**src/rtl/barcode_stim_gen.sv**
```systemverilog
// Pulse-width barcode serialiser: start cell, MSB-first ID cells, optional parity, repeated frames with gaps.
// Registered outputs, BC falls one edge after an accepted send; send is ignored while busy, abort returns to idle.
module barcode_stim_gen #(
  parameter int ID_W      = 8,
  parameter int PER_W     = 22,
  parameter int PARITY    = 0,
  parameter int GAP_CELLS = 4,
  parameter int MIN_PER   = 8
) (
  input  logic             clk,
  input  logic             rst,
  input  logic             send,
  input  logic [ID_W-1:0]  station_ID,
  input  logic [PER_W-1:0] period,
  input  logic [3:0]       reps,
  input  logic             abort,
  output logic             BC,
  output logic             busy,
  output logic             BC_done
);

  localparam int BI_W = $clog2(ID_W + 2);
  localparam int GW   = (GAP_CELLS > 1) ? $clog2(GAP_CELLS) : 1;
  localparam logic [BI_W-1:0]  LAST_IDX = BI_W'(ID_W + ((PARITY != 0) ? 1 : 0));
  localparam logic [GW-1:0]    GAP_LAST = GW'((GAP_CELLS > 0) ? GAP_CELLS - 1 : 0);
  localparam logic [PER_W-1:0] PER_MIN  = PER_W'(MIN_PER);

  localparam logic [1:0] S_IDLE = 2'd0;
  localparam logic [1:0] S_LOW  = 2'd1;
  localparam logic [1:0] S_HIGH = 2'd2;
  localparam logic [1:0] S_GAP  = 2'd3;

  logic [1:0]       state_q, state_d;
  logic [PER_W-1:0] cnt_q, cnt_d;
  logic [BI_W-1:0]  bit_idx_q, bit_idx_d;
  logic [3:0]       rep_q, rep_d;
  logic [GW-1:0]    gap_q, gap_d;
  logic [PER_W-1:0] per_q, per_d;
  logic [ID_W-1:0]  id_q, id_d;
  logic             bc_q, bc_d;
  logic             busy_q, busy_d;
  logic             done_q, done_d;

  logic             cur_bit;
  logic [PER_W-1:0] quarter;
  logic [PER_W-1:0] low_len;
  logic [PER_W-1:0] cnt_nxt;
  logic             cell_end;

  // Cell index 0 is the start cell, 1..ID_W carry the ID MSB first, ID_W+1 is parity.
  always_comb begin
    cur_bit = 1'b0;
    for (int i = 0; i < ID_W; i++) begin
      if (bit_idx_q == BI_W'(ID_W - i)) cur_bit = id_q[i];
    end
    if (PARITY != 0 && bit_idx_q == LAST_IDX) begin
      cur_bit = (PARITY == 1) ? ^id_q : ~^id_q;
    end
  end

  always_comb begin
    quarter  = per_q >> 2;
    cnt_nxt  = cnt_q + PER_W'(1);
    cell_end = (cnt_q == per_q - PER_W'(1));
    if (bit_idx_q == '0) begin
      low_len = per_q >> 1;
    end else if (cur_bit) begin
      low_len = quarter;
    end else begin
      low_len = quarter + (quarter << 1);
    end
  end

  always_comb begin
    state_d   = state_q;
    cnt_d     = cnt_q;
    bit_idx_d = bit_idx_q;
    rep_d     = rep_q;
    gap_d     = gap_q;
    per_d     = per_q;
    id_d      = id_q;
    bc_d      = bc_q;
    busy_d    = busy_q;
    done_d    = 1'b0;

    case (state_q)
      S_IDLE: begin
        if (send && !abort) begin
          state_d   = S_LOW;
          cnt_d     = '0;
          bit_idx_d = '0;
          gap_d     = '0;
          rep_d     = (reps == 4'd0) ? 4'd1 : reps;
          per_d     = (period < PER_MIN) ? PER_MIN : period;
          id_d      = station_ID;
          bc_d      = 1'b0;
          busy_d    = 1'b1;
        end
      end
      S_LOW: begin
        cnt_d = cnt_nxt;
        if (cnt_nxt == low_len) begin
          state_d = S_HIGH;
          bc_d    = 1'b1;
        end
      end
      S_HIGH: begin
        cnt_d = cnt_nxt;
        if (cell_end) begin
          cnt_d = '0;
          if (bit_idx_q != LAST_IDX) begin
            bit_idx_d = bit_idx_q + BI_W'(1);
            state_d   = S_LOW;
            bc_d      = 1'b0;
          end else if (rep_q > 4'd1) begin
            rep_d     = rep_q - 4'd1;
            bit_idx_d = '0;
            gap_d     = '0;
            if (GAP_CELLS == 0) begin
              state_d = S_LOW;
              bc_d    = 1'b0;
            end else begin
              state_d = S_GAP;
            end
          end else begin
            state_d = S_IDLE;
            busy_d  = 1'b0;
            done_d  = 1'b1;
          end
        end
      end
      S_GAP: begin
        cnt_d = cnt_nxt;
        if (cell_end) begin
          cnt_d = '0;
          if (gap_q == GAP_LAST) begin
            state_d = S_LOW;
            bc_d    = 1'b0;
          end else begin
            gap_d = gap_q + GW'(1);
          end
        end
      end
      default: begin
        state_d = S_IDLE;
        bc_d    = 1'b1;
        busy_d  = 1'b0;
      end
    endcase

    if (abort && state_q != S_IDLE) begin
      state_d   = S_IDLE;
      cnt_d     = '0;
      bit_idx_d = '0;
      gap_d     = '0;
      bc_d      = 1'b1;
      busy_d    = 1'b0;
      done_d    = 1'b0;
    end
  end

  always_ff @(posedge clk) begin
    if (rst) begin
      state_q   <= S_IDLE;
      cnt_q     <= '0;
      bit_idx_q <= '0;
      rep_q     <= '0;
      gap_q     <= '0;
      per_q     <= '0;
      id_q      <= '0;
      bc_q      <= 1'b1;
      busy_q    <= 1'b0;
      done_q    <= 1'b0;
    end else begin
      state_q   <= state_d;
      cnt_q     <= cnt_d;
      bit_idx_q <= bit_idx_d;
      rep_q     <= rep_d;
      gap_q     <= gap_d;
      per_q     <= per_d;
      id_q      <= id_d;
      bc_q      <= bc_d;
      busy_q    <= busy_d;
      done_q    <= done_d;
    end
  end

  assign BC      = bc_q;
  assign busy    = busy_q;
  assign BC_done = done_q;

endmodule
```
**config.mk**
```make
export PLATFORM = sky130hd
export DESIGN_NAME = barcode_stim_gen
export DESIGN_NICKNAME = d
export VERILOG_FILES = /design/src/rtl/barcode_stim_gen.sv
export SDC_FILE = /design/constraint.sdc
export NUM_CORES = 1
export LEC_CHECK = 0
export BUFFER_PORTS_ARGS = -buffer_cell sky130_fd_sc_hd__buf_2
export CORE_MARGIN = 1.5
export CORE_UTILIZATION = 63
export DETAILED_ROUTE_END_ITERATION = 12
export MAX_ROUTING_LAYER = met4
export PLACE_DENSITY = 0.93
export SLEW_MARGIN = 20
export SYNTH_ARGS = -nofsm -noshare
export SYNTH_HDL_FRONTEND = slang
export SYNTH_SLANG_ARGS = --single-unit
```
**constraint.sdc**
```tcl
create_clock -name clk -period 4.5 [get_ports clk]
set_clock_uncertainty 0.1 [all_clocks]
set_input_delay 0.45 -clock clk [delete_from_list [all_inputs] [get_ports clk]]
set_output_delay 0.45 -clock clk [all_outputs]
set_load 0.02 [all_outputs]
```
* After elaboration in Yosys (flattened, before gate mapping)
Cells that the tools add are included.
** Storage, ports and cells
- Flip-flop bits (word level) :: 67
- Input bits :: 38
- Logic and storage cells :: 118
** Cells by class
- Mux-type cells :: 53
- Bitwise logic cells :: 2
- Magnitude comparators :: 2
- Add/subtract/negate cells :: 6
- Eq/ne operators :: 26
- Reductions and logical operators :: 19
** Operators with widths (number)
- 2-to-1 mux 22 bit :: 5
- one-hot mux 22 bit (3 select lines) :: 1
- == test 22 bit :: 2
- 2-to-1 mux 4 bit :: 9
- 2-to-1 mux 2 bit :: 13
- adder 20 x 21 -> 22 bit :: 1
- adder 22 x 1 -> 22 bit, second input constant :: 1
- < comparator 22 x 4 -> 1 bit, second input constant :: 1
- subtractor 22 x 1 -> 22 bit, second input constant :: 1
- inequality test 2 bit, second input constant :: 10
- 2-to-1 mux 1 bit :: 19
- == test 4 x 3 -> 1 bit, second input constant :: 4
- one-hot mux 4 bit (2 select lines) :: 2
- AND reduction 5 bit :: 3
- == test 4 x 2 -> 1 bit, second input constant :: 2
- zero test 4 bit :: 2
- one-hot mux 2 bit (4 select lines) :: 1
- AND reduction 7 bit :: 1
- == test 2 bit, second input constant :: 3
- one-hot mux 2 bit (3 select lines) :: 1
- AND reduction 6 bit :: 1
- OR reduction 5 bit :: 1
- adder 4 x 1 -> 4 bit, second input constant :: 1
- == test 4 x 1 -> 1 bit, second input constant :: 1
- 18 further kinds :: 22

* Logic depth before layout (Yosys ltp)
- Word-level depth :: 14
- Mapped depth :: 16
- Depth with buffers taken out :: 14

* Worst setup path after synthesis
Ideal clock, no wire load.
- Kind :: reg-to-reg
- From :: register per_q[2]
- To :: register state_q[0]
- Stages on the path, launching flop included :: 15
- Arrival :: 3.109 ns
- Required time :: 4.272 ns
- Path slack :: 1.163 ns
- Path through :: dfxtp_1 ha_1 inv_1 fa_1 nor2b_1 o2111ai_1 a21oi_1 or3_1 a21oi_1 or3_1 a2111oi_1 nand4_1 nor4_2 a31oi_1 mux2i_1
** On the way
- Cells in the longest elaborated chain, start to end :: 6
** RTL lines
- start, declared :: RTL line 38 : logic [PER_W-1:0] per_q, per_d;
- start signal, assigned :: RTL line 180 : per_q <= per_d;
- adder 20 x 21 -> 22 bit :: RTL line 70 : low_len = quarter + (quarter << 1);
- 2-to-1 mux 22 bit :: RTL line 67 : end else if (cur_bit) begin
- 2-to-1 mux 22 bit :: RTL line 65 : if (bit_idx_q == '0) begin
- == test 22 bit :: RTL line 102 : if (cnt_nxt == low_len) begin
- inequality test 2 bit (no source line)
- AND reduction 5 bit (no source line) (*)
- end signal, assigned :: RTL line 175 : state_q <= state_d;
- end, declared :: RTL line 33 : logic [1:0] state_q, state_d;
Every way passes the cells marked *; elsewhere a longest branch is shown, timed or not.
A chain may end at the register's enable or synchronous reset.

* Final worst setup path
- From :: register per_q[2]
- To :: register state_q[1]
The elaborated chain is that of the path after synthesis.

==> reports/summary.txt <==
Synth area leader = dfxtp_1
Final setup margin = 0.3179 ns
Share of layout cells above drive strength 1 = 10.08%
Slew Limit Fails = 0
Io pins = 41
Net Count, Synth = 961
Fin area = 6855 um^2
Clock sink count = 67
Crit path from = per_q[2]
Row Count = 36
First-pass GRT wire length = 29.10 mm
Crit-path cells = ha_1 -> inv_1 -> fa_1 -> nor2b_1 -> o2111ai_1 -> a21oi_1 -> or3_1 -> a21oi_1 -> or3_1 -> a2111oi_1 -> nand4_1 -> nor4_2 -> a31oi_1 -> mux2i_1
Top FF cell, synth = dfxtp_1
Worst VDD drop = 0.3116 mV
Nets@finish = 974
PortBufs = 40
Vias in the first global route = 6136
Post-synthesis sequential area ratio = 20.73%
Area post-placement = 6688 um^2
Worst skew pair latency = 0.37 ns
Iteration-0 DRC count of the detailed router = 514
Yosys reg bits = 67
Critical path type = register to register
Final worst path period need = 4.182 ns
Global route overflow = 0
DRC viols = 0
Leakage = 2.771 nW
Status = complete, no violations
Initial antenna violation count = 0
Worst Tran Pin Value = 0.9471 ns
CP endpoint = state_q[1]
R2R Path End = state_q[1]
Final period util = 92.94%
ANT nets after route = 0
GR Util All Layers = 33.66%
Post-synth EDFFs = 0
Gates resized, CTS repair = 0
Initial Util = 65.60%
Maxcap violations = 0
Worst-path fanout max = 8
Core box area = 9864 um^2
Critical path depth = 14
Setup Viol. Count Final = 0
Count of different cell masters after synthesis = 80
Hpwl dp = 13.53 mm
Chip Width = 104.4 um
CTS Buf Count = 9
Relative slew slack = 36.86%
R2r setup slk = 0.32 ns
Netlist Area Pre-Place = 6471 um^2
Most common cell after layout, fill and taps aside = nand2_1
Reg2Reg Depth = 14
Startpoint types = register
Fmax = 239.1 MHz
Setup bufs post-CTS = 0
Req. time, crit path = 4.64 ns
PwrDens = 290.3 nW/um^2
FFs w/ async S/R, synth = 0%
CTS tree = yes
WP data arrival = 4.33 ns
Vias = 6572
Crit-path slowest cell = dfxtp_1
Synthesized area per cell = 7.473 um^2
Max incr delay on CP = 0.50 ns
Critical path endpoint category = register
Clock transition at path regs = 0.08 ns
Fin Setup TNS = 0 ns
Final Hold Fails = 0
Die Area = 10890 um^2
ANT cells = 0
Worst Hold Class = input port to register
Routed length per instance = 17.45 um
CP delay by family, top = simple AND/OR/NAND/NOR gates
Maximum root-to-sink buffer count = 2
GPL Wtd Cong = 1.002
Most frequent cells in the layout = 96 x nand2_1, 89 x a21oi_1, 67 x dfxtp_1, 66 x nor2_1, 56 x ha_1
Setup WS pre-CTS = 0.5733 ns
Mean number of vias per cell = 6.469
Root Driver = clkbuf_8
Post-Synthesis Cells = 866
Largest net degree at the start of global routing = 37
Buf/Inv on CP = 1
Area Overhead vs Synth = 5.936%
Synth warn = 0
DRT Pass-1 Iters = 6
H-tree depth = 3
Worst reg2reg path startpoint = per_q[2]
Die height = 104.4 um
Hold Startpoint = station_ID[6]
DRT Wirelength = 17.73 mm
RSZ-0062 raised after global routing = no
Synth top area share = 20.73%
Hold_buf cts = 0
Synth top area cells = dfxtp_1 21%, ha_1 11%, a21oi_1 6.9%
-- sequential cells by signal (all words and copies together), names as in the netlist --
name	flops
BC	1
BC_done	1
bit_idx_q	4
busy	1
cnt_q	22
gap_q	2
id_q	8
per_q	22
rep_q	4
state_q	2
-- worst min path at each step --
stage / endpoint / depth (start not counted) / slack (ns)
2_1_floorplan: id_q[4] / 2 / 0.33
3_3_place_gp: id_q[6] / 2 / 0.35
3_5_place_dp: id_q[6] / 2 / 0.35
4_1_cts: id_q[6] / 3 / 0.21
5_1_grt: id_q[0] / 3 / 0.22
6_report: id_q[6] / 3 / 0.21
-- per-stage QoR --
stage / cells / hold slack, ns / total power (W) / util [%]
finish: 1016 / 0.2120 / 0.001990 / 69.50
global route: 1016 / 0.2194 / 0.002100 / 69.50
CTS: 1016 / 0.2119 / 0.001969 / 69.48
detailed placement: 1001 / 0.3493 / 0.001519 / 67.80
global placement: 1001 / 0.3454 / 0.001499 / 67.80
floorplan: 866 / 0.3312 / 0.001323 / -
-- cell families (layout without fill, tap and decap cells) --
| group | count (synthesis) | after routing | synth area share (%) |
|---|---|---|---|
| XOR/XNOR | 81 | 81 | 10.96 |
| buffers and inverters | 89 | 106 | 5.626 |
| adder cells (fa/ha/maj) | 57 | 57 | 11.14 |
| AO/OA/AOI/OAI | 238 | 238 | 24.09 |
| AND/OR/NAND/NOR | 323 | 323 | 25.73 |
| flip-flops | 67 | 67 | 20.73 |
| multiplexers | 11 | 11 | 1.721 |
-- cells in the mapped netlist, types with 6 or more instances --
master     n
nor2_1    66
nand2b_1  10
nand3_1   22
a211oi_1   7
o211ai_1   8
and4_1     6
mux2i_1   10
o21a_1     7
nand3b_1   6
a21oi_1   89
o31ai_1    6
nand2_1   96
a22oi_1    6
xor2_1    31
nor2b_1   12
buf_2      9
o21ai_0   37
nor3_1    25
ha_1      56
xnor2_1   50
inv_1     45
nand4_1   16
dfxtp_1   67
nor4_1    14
a21o_1     7
a31oi_1   14
clkbuf_1  30
and3_1    12
-- layout make-up --
cell class | instances | area [um^2]
clock buffers | 9 | 123.9
clock inverters | 6 | 42.54
fillers | 820 | 3009
inverters | 45 | 168.9
multi-input cells | 710 | 4767
flip-flops and latches | 67 | 1341
well taps | 133 | 166.4
repair buffers | 46 | 245.2
-- worst reg2reg max path, stage by stage (launching register included) --
cell	delay [ns]
dfxtp_1	0.50
ha_1	0.25
inv_1	0.06
fa_1	0.37
nor2b_1	0.21
o2111ai_1	0.31
a21oi_1	0.30
or3_1	0.14
a21oi_1	0.08
or3_1	0.37
a2111oi_1	0.38
nand4_1	0.16
nor4_2	0.44
a31oi_1	0.19
mux2i_1	0.18
-- layer usage --
layer / track usage [%] / vias up / wire (um)
li1: - / 3136 / -
met1: 39.86 / 3055 / 7298
met2: 57.24 / 307 / 8328
met3: 3.321 / 74 / 1360
met4: 15.87 / 0 / 741
met5: - / - / 0
-- where the power goes --
group | leakage [nW] | internal [W] | switching [W]
sequential | 0.544 | 0.000632 | 0.0000590
combinational | 2.15 | 0.000325 | 0.000518
clock | 0.0815 | 0.000197 | 0.000259
Power figures use the tool's default switching activity.
